File: src/rtl/xadc_drp_scheduler.sv
// -----------------------------------------------------------------------------
// xadc_drp_scheduler
//
// Shares one XADC DRP port between two clients:
//   * a scheduled reader that fetches one result register per end-of-conversion
//     pulse. It walks four slot addresses round-robin and publishes each result
//     on its own 16-bit field of slot_data.
//   * a user port that performs single DRP reads or writes with a req/ack
//     handshake.
// Scheduled work always wins arbitration. A missing drdy is bounded by a wait
// counter, and both clients see a timeout indication.
//
// Ports
//   CLK100MHZ, CPU_RESETN          clock, asynchronous active-low reset
//   eoc_in                         XADC end-of-conversion pulse
//   drdy_in, do_in                 DRP read handshake / read data
//   daddr_out, den_out, dwe_out,   DRP address, enable (1-cycle strobe),
//   di_out                         write enable, write data
//   user_req, user_we, user_addr,  user request (held until user_ack),
//   user_wdata                     direction, address, write data
//   user_ack, user_rdata, user_err one-cycle completion, read data, timeout flag
//   slot_data                      slot n result at [16n+15:16n]
//   slot_valid                     one-cycle pulse per slot update
//   overrun                        sticky: eoc arrived while one was pending
//   timeout_err                    sticky: some DRP access never saw drdy
// -----------------------------------------------------------------------------
module xadc_drp_scheduler #(
  parameter logic [6:0]  SLOT0_ADDR = 7'h13,  // VAUX3 audio result
  parameter logic [6:0]  SLOT1_ADDR = 7'h00,  // temperature
  parameter logic [6:0]  SLOT2_ADDR = 7'h01,  // VCCINT
  parameter logic [6:0]  SLOT3_ADDR = 7'h02,  // VCCAUX
  parameter int unsigned TIMEOUT    = 63      // max WAIT cycles without drdy
) (
  input  logic        CLK100MHZ,
  input  logic        CPU_RESETN,

  // XADC DRP side
  input  logic        eoc_in,
  input  logic        drdy_in,
  input  logic [15:0] do_in,
  output logic [6:0]  daddr_out,
  output logic        den_out,
  output logic        dwe_out,
  output logic [15:0] di_out,

  // user side
  input  logic        user_req,
  input  logic        user_we,
  input  logic [6:0]  user_addr,
  input  logic [15:0] user_wdata,
  output logic        user_ack,
  output logic [15:0] user_rdata,
  output logic        user_err,

  // scheduled results and status
  output logic [63:0] slot_data,
  output logic [3:0]  slot_valid,
  output logic        overrun,
  output logic        timeout_err
);

  // The wait counter only has to reach TIMEOUT-1: the cycle that sees that
  // value without drdy is the last WAIT cycle.
  localparam int unsigned      CNT_W    = (TIMEOUT > 1) ? $clog2(TIMEOUT) : 1;
  localparam logic [CNT_W-1:0] CNT_LAST = CNT_W'(TIMEOUT - 1);

  localparam logic [2:0] IDLE    = 3'd0;
  localparam logic [2:0] S_ISSUE = 3'd1;
  localparam logic [2:0] S_WAIT  = 3'd2;
  localparam logic [2:0] U_ISSUE = 3'd3;
  localparam logic [2:0] U_WAIT  = 3'd4;

  logic [2:0]       state;
  logic [2:0]       state_nxt;
  logic [1:0]       slot_idx;
  logic [6:0]       slot_addr;
  logic             pending;
  logic             req_consumed;
  logic [CNT_W-1:0] wait_cnt;

  logic in_wait;
  logic wait_expired;
  logic wait_end;
  logic start_sched;
  logic start_user;

  // ---------------------------------------------------------------------------
  // Decode
  // ---------------------------------------------------------------------------
  always_comb begin
    case (slot_idx)
      2'd0:    slot_addr = SLOT0_ADDR;
      2'd1:    slot_addr = SLOT1_ADDR;
      2'd2:    slot_addr = SLOT2_ADDR;
      default: slot_addr = SLOT3_ADDR;
    endcase
  end

  assign in_wait      = (state == S_WAIT) || (state == U_WAIT);
  assign wait_expired = in_wait && !drdy_in && (wait_cnt == CNT_LAST);
  assign wait_end     = in_wait && (drdy_in || wait_expired);

  assign start_sched  = (state == IDLE) && pending;
  // An eoc arriving in the same cycle as a fresh user request becomes pending
  // only on the next edge. Deferring the user here still lets the scheduled
  // read go first, and the user is served right after it.
  assign start_user   = (state == IDLE) && !pending && !eoc_in &&
                        user_req && !req_consumed;

  // ---------------------------------------------------------------------------
  // Next-state logic
  // ---------------------------------------------------------------------------
  always_comb begin
    // NOTE: a default assignment before the case keeps every path assigned, so
    // no latch is inferred for state_nxt.
    state_nxt = state;
    case (state)
      IDLE: begin
        if (start_sched)     state_nxt = S_ISSUE;
        else if (start_user) state_nxt = U_ISSUE;
      end
      S_ISSUE: state_nxt = S_WAIT;
      S_WAIT:  if (wait_end) state_nxt = IDLE;
      U_ISSUE: state_nxt = U_WAIT;
      U_WAIT:  if (wait_end) state_nxt = IDLE;
      default: state_nxt = IDLE;
    endcase
  end

  // ---------------------------------------------------------------------------
  // State, slot index and wait counter
  // ---------------------------------------------------------------------------
  // NOTE: sequential state uses non-blocking assignments only, so every block
  // samples pre-edge values regardless of evaluation order.
  always_ff @(posedge CLK100MHZ or negedge CPU_RESETN) begin
    if (!CPU_RESETN) begin
      state    <= IDLE;
      slot_idx <= 2'd0;
      wait_cnt <= '0;
    end else begin
      state <= state_nxt;
      // Counts cycles spent in WAIT. It is zero on entry because the ISSUE
      // cycle before it is not a WAIT cycle.
      if (in_wait && !wait_end) wait_cnt <= wait_cnt + CNT_W'(1);
      else                      wait_cnt <= '0;
      // A scheduled slot is consumed whether it completed or timed out.
      if (state == S_WAIT && wait_end) slot_idx <= slot_idx + 2'd1;
    end
  end

  // ---------------------------------------------------------------------------
  // End-of-conversion tracking
  // ---------------------------------------------------------------------------
  always_ff @(posedge CLK100MHZ or negedge CPU_RESETN) begin
    if (!CPU_RESETN) begin
      pending <= 1'b0;
      overrun <= 1'b0;
    end else begin
      if (eoc_in) begin
        pending <= 1'b1;
        // An eoc that lands while pending is being consumed simply re-arms it.
        if (pending && !start_sched) overrun <= 1'b1;
      end else if (start_sched) begin
        pending <= 1'b0;
      end
    end
  end

  // ---------------------------------------------------------------------------
  // DRP request outputs
  // ---------------------------------------------------------------------------
  // These outputs are loaded on the IDLE->ISSUE edge, so den_out is high during
  // the ISSUE cycle only. Address, direction and data then hold until the next
  // issue.
  always_ff @(posedge CLK100MHZ or negedge CPU_RESETN) begin
    if (!CPU_RESETN) begin
      den_out   <= 1'b0;
      dwe_out   <= 1'b0;
      daddr_out <= '0;
      di_out    <= '0;
    end else begin
      den_out <= 1'b0;
      if (start_sched) begin
        den_out   <= 1'b1;
        dwe_out   <= 1'b0;
        daddr_out <= slot_addr;
      end else if (start_user) begin
        den_out   <= 1'b1;
        dwe_out   <= user_we;
        daddr_out <= user_addr;
        di_out    <= user_wdata;
      end
    end
  end

  // ---------------------------------------------------------------------------
  // Scheduled results
  // ---------------------------------------------------------------------------
  // NOTE: slot_data is a small register bank, not a RAM. It can therefore take
  // the asynchronous reset like any other flop.
  always_ff @(posedge CLK100MHZ or negedge CPU_RESETN) begin
    if (!CPU_RESETN) begin
      slot_data   <= '0;
      slot_valid  <= '0;
      timeout_err <= 1'b0;
    end else begin
      slot_valid <= '0;
      if (state == S_WAIT && drdy_in) begin
        slot_data[{slot_idx, 4'b0000} +: 16] <= do_in;
        slot_valid <= 4'b0001 << slot_idx;
      end
      if (wait_expired) timeout_err <= 1'b1;
    end
  end

  // ---------------------------------------------------------------------------
  // User completion
  // ---------------------------------------------------------------------------
  always_ff @(posedge CLK100MHZ or negedge CPU_RESETN) begin
    if (!CPU_RESETN) begin
      user_ack     <= 1'b0;
      user_err     <= 1'b0;
      user_rdata   <= '0;
      req_consumed <= 1'b0;
    end else begin
      user_ack <= 1'b0;
      user_err <= 1'b0;
      if (state == U_WAIT && drdy_in) begin
        user_ack <= 1'b1;
        // dwe_out still holds the captured direction; writes return no data.
        if (!dwe_out) user_rdata <= do_in;
      end else if (state == U_WAIT && wait_expired) begin
        user_ack <= 1'b1;
        user_err <= 1'b1;
      end
      // The requester still holds user_req during the ack cycle. The request
      // counts as used until user_req is seen low.
      if (state == U_WAIT && wait_end) req_consumed <= 1'b1;
      else if (!user_req)              req_consumed <= 1'b0;
    end
  end

endmodule

File: config.mk
export PLATFORM = sky130hd
export DESIGN_NAME = xadc_drp_scheduler
export DESIGN_NICKNAME = d
export VERILOG_FILES = /design/src/rtl/xadc_drp_scheduler.sv
export SDC_FILE = /design/constraint.sdc
export NUM_CORES = 1
export LEC_CHECK = 0
export BUFFER_PORTS_ARGS = -buffer_cell sky130_fd_sc_hd__buf_2
export CAP_MARGIN = 5
export CORE_ASPECT_RATIO = 2
export CORE_MARGIN = 2
export CORE_UTILIZATION = 50
export DETAILED_ROUTE_END_ITERATION = 8
export GPL_TIMING_DRIVEN = 0
export PLACE_DENSITY = 0.77
export SLEW_MARGIN = 20
export SYNTH_ARGS = -nofsm -noshare
export SYNTH_HDL_FRONTEND = slang
export SYNTH_SLANG_ARGS = --single-unit
File: constraint.sdc
create_clock -name CLK100MHZ -period 3.85 [get_ports CLK100MHZ]
set_input_delay 0.77 -clock CLK100MHZ [delete_from_list [all_inputs] [get_ports CLK100MHZ]]
set_output_delay 0.77 -clock CLK100MHZ [all_outputs]
set_load 0.1 [all_outputs]
==> results.md, run 1 <==
- Fillers: 827
- Layout Skew: 7.10 ps
- Area occupied by multi-input gates: 1860 um^2
- PortBufs: 157
- Ratio of final minimum period to clock period: 69.0%
- Hold_buf cts: 0
- Rows: 53
- Hold Violations, Final: 0
- Setup Fix Bufs, Post-CTS: 0
- First-pass GRT wire length: 24,000 um
- Asr flop ratio synth: 100%
- DIE AREA: 11,800 um^2
- Syn_nets: 552
- EDFF count, synth: 0
- 1st-pass router iterations: 4
- Dominant cell type by area after synthesis: dfrtp_1
- Commonest non-fill, non-tap cell in the layout: buf_2
- Clock tree buffer depth: 2
- CORE AREA: 10,500 um^2
- Htree depth: 4
- Via Count: 4,574
- Worst Setup EP: slot_data[39]
- Synth Register Bits: 126
- Total wire length: 15,300 um
- Starting DRC count in detailed routing: 276
- Starting Density: 51.6%
- Worst EP arrival: 2970 ps
- Commonest non-fill, non-tap cells in the layout: buf_2 (163), dfrtp_1 (126), o21ai_0 (71)
- Initial antenna violation count: 0
- Nature of the critical path endpoint: flip-flop
- Crit path kind: reg2reg
- Fmax: 0.376 GHz
- Vias in the first global route: 4,755
- CP required: 4160 ps
- Grt total ovfl: 0
- Worst Setup Start Kind: flip-flop
- Post-DR vias/cell: 5.55
- Setup_tns: 0 ps
- Dominant cells by area after synthesis: dfrtp_1 (58%), nand4_1 (7.5%), o21ai_0 (6.5%)
- Max-cap check violation count: 0
- RSZ-0062 raised after global routing: false
- Avg WL per Cell: 18.6 um
- Reg2reg end: slot_data[39]
- Top FF cell, synth: dfrtp_1
- Critical path fanouts, max: 10
- Clk Latency, worst-skew pair: 410 ps
- Largest net degree at the start of global routing: 67
- Die width: 77.8 um
- Mapped Cells: 498
- Resized Gates After CTS: 0
- RD Place Congestion: 0.839
- R2R setup slack: 1190 ps
- Outcome: finished clean
- CTS buffer count: 17
- Area grow syn2layout: 29.3%
- Layout cells sized above 1: 34.4%
- Mapped Area: 5440 um^2
- Max Slew Vio Count: 0
- CP Launch Point: slot_idx[0]
- Slew HR: 38.5%
- Clk sink count: 126
- Post-DP HPWL: 11,000 um
- FF-to-FF path depth: 6
- Syn Area/Cell: 10.9 um^2
- Worst-Margin Slew: 920 ps
- CTS tree: done
- Tmin final: 2660 ps
- Top Ports: 158
- Routed Antenna Nets: 0
- # diodes: 0
- Netlist cell types: 43
- Syn. warnings: 0
- Clock root buffer master: clkbuf_16
- Final #Nets: 729
- Setup Viol. Count Final: 0
- Drc violations: 0
- Die height: 152 um
- Gr usage total: 26.7%
- Register area: 3150 um^2
- CTS clock-pin slew for the worst setup and hold paths: 60 ps
- RR Startpoint: slot_idx[0]
- Seq/Total Area, Yosys: 57.9%
- Top-area cell type share of the netlist area: 57.9%
- Min-Delay Path Class: in2async
[per-stage QoR]
step	instance area [um^2]	hold WS [ps]	utilization [%]	instances	setup WS (ps)
floorplan	5440	454	-	498	1690
detailed placement	6430	459	61.0	793	1280
global placement	6400	449	60.7	792	550
finish	7040	326	66.8	824	1190
global route	7040	368	66.8	824	944
CTS	7040	347	66.8	824	1190
[flip-flops by register name, summed over array words and instances, names as in the netlist]
register,flops
slot_data,64
di_out,16
user_rdata,16
daddr_out,7
wait_cnt,6
slot_valid,4
state,3
slot_idx,2
den_out,1
dwe_out,1
overrun,1
pending,1
req_consumed,1
timeout_err,1
user_ack,1
user_err,1
[kinds of logic (layout without fill, tap and decap cells)]
family,Yosys count,in the layout,share of synthesized area (%)
flip-flops,126,126,57.9
adder cells (fa/ha/maj),9,9,2.07
multiplexers,33,33,7.52
buffers and inverters,106,295,7.98
AND/OR/NAND/NOR,130,130,14.6
AO/OA/AOI/OAI,89,89,9.12
XOR/XNOR,5,5,0.805
[cell usage after synthesis (2+ instances only)]
master,count
o21bai_1,2
o21ai_0,71
nor3b_1,4
mux2_2,23
mux2_4,10
or3_1,3
nor3_1,4
nand2b_1,2
nor2_1,14
buf_2,7
nand3_1,10
inv_1,70
ha_1,9
nand4b_1,4
nand2_1,3
xor2_1,3
nor2b_1,7
a22oi_1,7
clkbuf_1,26
and2_1,4
dfrtp_1,126
nand4_1,65
and2_0,3
xnor2_1,2
[metal layers]
metal  vias to the layer above  part of all wire [%]  track usage, %
met5                         -                     0               0
met4                         0                   4.3            15.3
met3                        50                   4.7            5.57
met2                       198                    56            50.2
met1                      2242                    35            26.8
li1                       2084                     -               -
[area by class of cell]
class                      instances  share of cell area [%]
multi-input combinational        266                    26.4
buffer                            36                    2.44
inverter                          70                    3.73
clock inverter                    13                    2.35
clock buffer                      18                    6.24
tap                              137                    2.44
sequential                       126                    44.8
timing repair buffer             158                    11.6
[how the worst min path moves through the flow]
stage	to	start	slack [ps]	cells after the start
floorplan	wait_cnt[0]	wait_cnt[0]	450	1
global placement	overrun	overrun	450	1
detailed placement	overrun	overrun	460	1
CTS	daddr_out[2]	CPU_RESETN	350	1
global route	di_out[15]	CPU_RESETN	370	1
finish	di_out[0]	CPU_RESETN	330	1
[critical path: stages, from the launching register on]
cell and delay [ps]:
dfrtp_1 480, inv_1 180, ha_1 420, nor3b_1 700
clkbuf_1 420, nand4_1 210, o21ai_0 160
Power of run 1 is left out: the tool's default activity adds up to more than one toggle a clock period on the data nets, which glitch-free logic cannot reach.
==> inputs of run 2 (changes only) <==
Clock period 3.85 ns to 2.6 ns, I/O delays scaled along.
==> run 2 against run 1 <==
Cell area up 0.14%. Register-to-register slack got worse by 1100 ps. Via count rose by 0.63%. Cell count unchanged. Critical endpoint is now slot_data[12]. Largest cell class unchanged. Sequential share of layout area decreased by 0.064 points. Flip-flop and latch count stayed put. Worst setup slack worse by 1100 ps.
==> results.md, run 2 (synthesized netlist as in run 1, its figures left out) <==
- Outcome: finished clean
- Crit path kind: reg2reg
- Hold Violations, Final: 0 (unchanged)
- Via Count: 4,603 (+0.63%)
- Die height: 152 um (unchanged)
- Total wire length: 15,300 um (about the same)
- RD Place Congestion: 0.839 (unchanged)
- Fin area: 7050 um^2 (+0.14%)
- Worst-Margin Slew: 920 ps (-0.195 ps)
- Critical path fanouts, max: 10 (unchanged)
- Worst EP arrival: 2850 ps (-120 ps)
- Avg WL per Cell: 18.6 um (about the same)
- Tmin final: 2530 ps (-124 ps)
- Nature of the critical path endpoint: flip-flop
- Clock root buffer master: clkbuf_16
- CTS tree: done
- CTS clock-pin slew for the worst setup and hold paths: 60 ps (about the same)
- Fillers: 825 (-0.24%)
- Clk sink count: 126 (unchanged)
- Rows: 53 (unchanged)
- Non-filler instance count after layout: 824 (unchanged)
- Setup WS post-layout: 66.3 ps (-1130 ps)
- Placed instance count: 793 (unchanged)
- Max reg flops: 64 (unchanged)
- Max Slew Vio Count: 0 (unchanged)
- Layout Skew: 7.00 ps (-0.100 ps)
- Min-Delay Path Class: in2async
- Ratio of final minimum period to clock period: 97.5% (+28 points)
- Routed Antenna Nets: 0 (unchanged)
- Critical path buffer and inverter count: 2 (unchanged)
- CP top delay family: simple AND/OR/NAND/NOR gates
- CP required: 2920 ps (-1240 ps)
- CTS buffer count: 17 (unchanged)
- Area grow syn2layout: 29.5%
- Initial antenna violation count: 0 (unchanged)
- Clock tree buffer depth: 2 (unchanged)
- Setup Viol. Count Final: 0 (unchanged)
- First-pass GRT wire length: 24,000 um (unchanged)
- Commonest non-fill, non-tap cells in the layout: buf_2 (163), dfrtp_1 (126), o21ai_0 (71)
- Die width: 77.8 um (unchanged)
- 1st-pass router iterations: 5 (+1)
- CORE AREA: 10,500 um^2 (unchanged)
- Layout cells sized above 1: 34.6% (+0.29 points)
- Setup Fix Bufs, Post-CTS: 0 (unchanged)
- Max-cap check violation count: 0 (unchanged)
- Clk Latency, worst-skew pair: 420 ps (about the same)
- Worst Setup Start Kind: flip-flop
- Post-DP HPWL: 11,000 um (unchanged)
- Slowest CP cell: nor3b_1
- DIE AREA: 11,800 um^2 (unchanged)
- Post-DR vias/cell: 5.59 (+0.63%)
- Fmax: 0.395 GHz (+4.9%)
- Pre-CTS setup slack: 46.9 ps (-1230 ps)
- Placement Cell Area: 6430 um^2 (unchanged)
- PortBufs: 157 (unchanged)
- Crit-path max cell delay: 650 ps (-50 ps)
- Final #Nets: 729 (unchanged)
- # diodes: 0 (unchanged)
- Commonest non-fill, non-tap cell in the layout: buf_2
- Starting DRC count in detailed routing: 283 (+2.5%)
- Largest net degree at the start of global routing: 67 (unchanged)
- Crit-path cells: inv_1, ha_1, nor3b_1, clkbuf_1, nand4_1, o21ai_0
- Starting Density: 51.6% (unchanged)
- Vias in the first global route: 4,755 (unchanged)
- Top reg by flops: slot_data
- Htree depth: 4 (unchanged)
- Drc violations: 0 (unchanged)
- RSZ-0062 raised after global routing: true
- Slew HR: 38.5% (about the same)
- Biggest registers after layout: slot_data: 64 flops, di_out: 16 flops, user_rdata: 16 flops
- Grt total ovfl: 0 (unchanged)
- Gr usage total: 26.7% (unchanged)
- Top Ports: 158 (unchanged)
==> run 2: cell counts in the layout (fill, tap and decap cells not counted) <==
No cell type changed its count.
==> run 2: worst reg2reg max path, delay by kind of cell (launching register included) <==
kind | cells | cell delay (ps)
adders and majority gates | 1 | 430
and+or+nand+nor | 2 | 810
DFF | 1 | 490
AOI/OAI and AO/OA | 1 | 130
buffers and inverters | 2 | 580
==> run 2: worst paths after layout <==
kind | depth (start not counted) | to | from | slack (ps)
worst max-delay path | 6 | slot_data[12] | slot_idx[0] | 70
worst min-delay path | 1 | di_out[0] | CPU_RESETN | 80
worst max register to register | 6 | slot_data[12] | slot_idx[0] | 70
worst min register to register | 1 | overrun | overrun | 470
max in group asynchronous | 2 | slot_data[34] | CPU_RESETN | 1800
min in group CLK100MHZ | 2 | di_out[9] | user_wdata[9] | 330
==> run 2: through the flow <==
step	hold WS (ps)	util, %	setup TNS (ps)
2_1_floorplan	224	-	0
3_3_place_gp	449	60.7	-55360
3_5_place_dp	459	61.0	0
4_1_cts	97.2	66.8	-128
5_1_grt	118	66.9	-580
6_report	78.7	66.9	0
==> run 2: per-layer routing <==
metal,wire (um),GRT usage (%)
met5,0,0
met4,660,15.3
met3,804,5.57
met2,8650,50.2
met1,5190,26.8
==> run 2: repair_timing <==
item,in CTS,in global routing
endpoints found under the setup margin,6,25
resized for setup,0,2
hold buffers,0,0
==> run 2: cell type report <==
class	instances	area (um^2)	area share, %
clock inverter	13	165	2.34
tap	137	171	2.43
buffer	36	171	2.43
clock buffer	18	439	6.23
inverter	70	263	3.73
multi-input combinational	266	1870	26.5
timing repair buffer	158	820	11.6
sequential	126	3150	44.7
Power of run 2 is left out for the same reason.
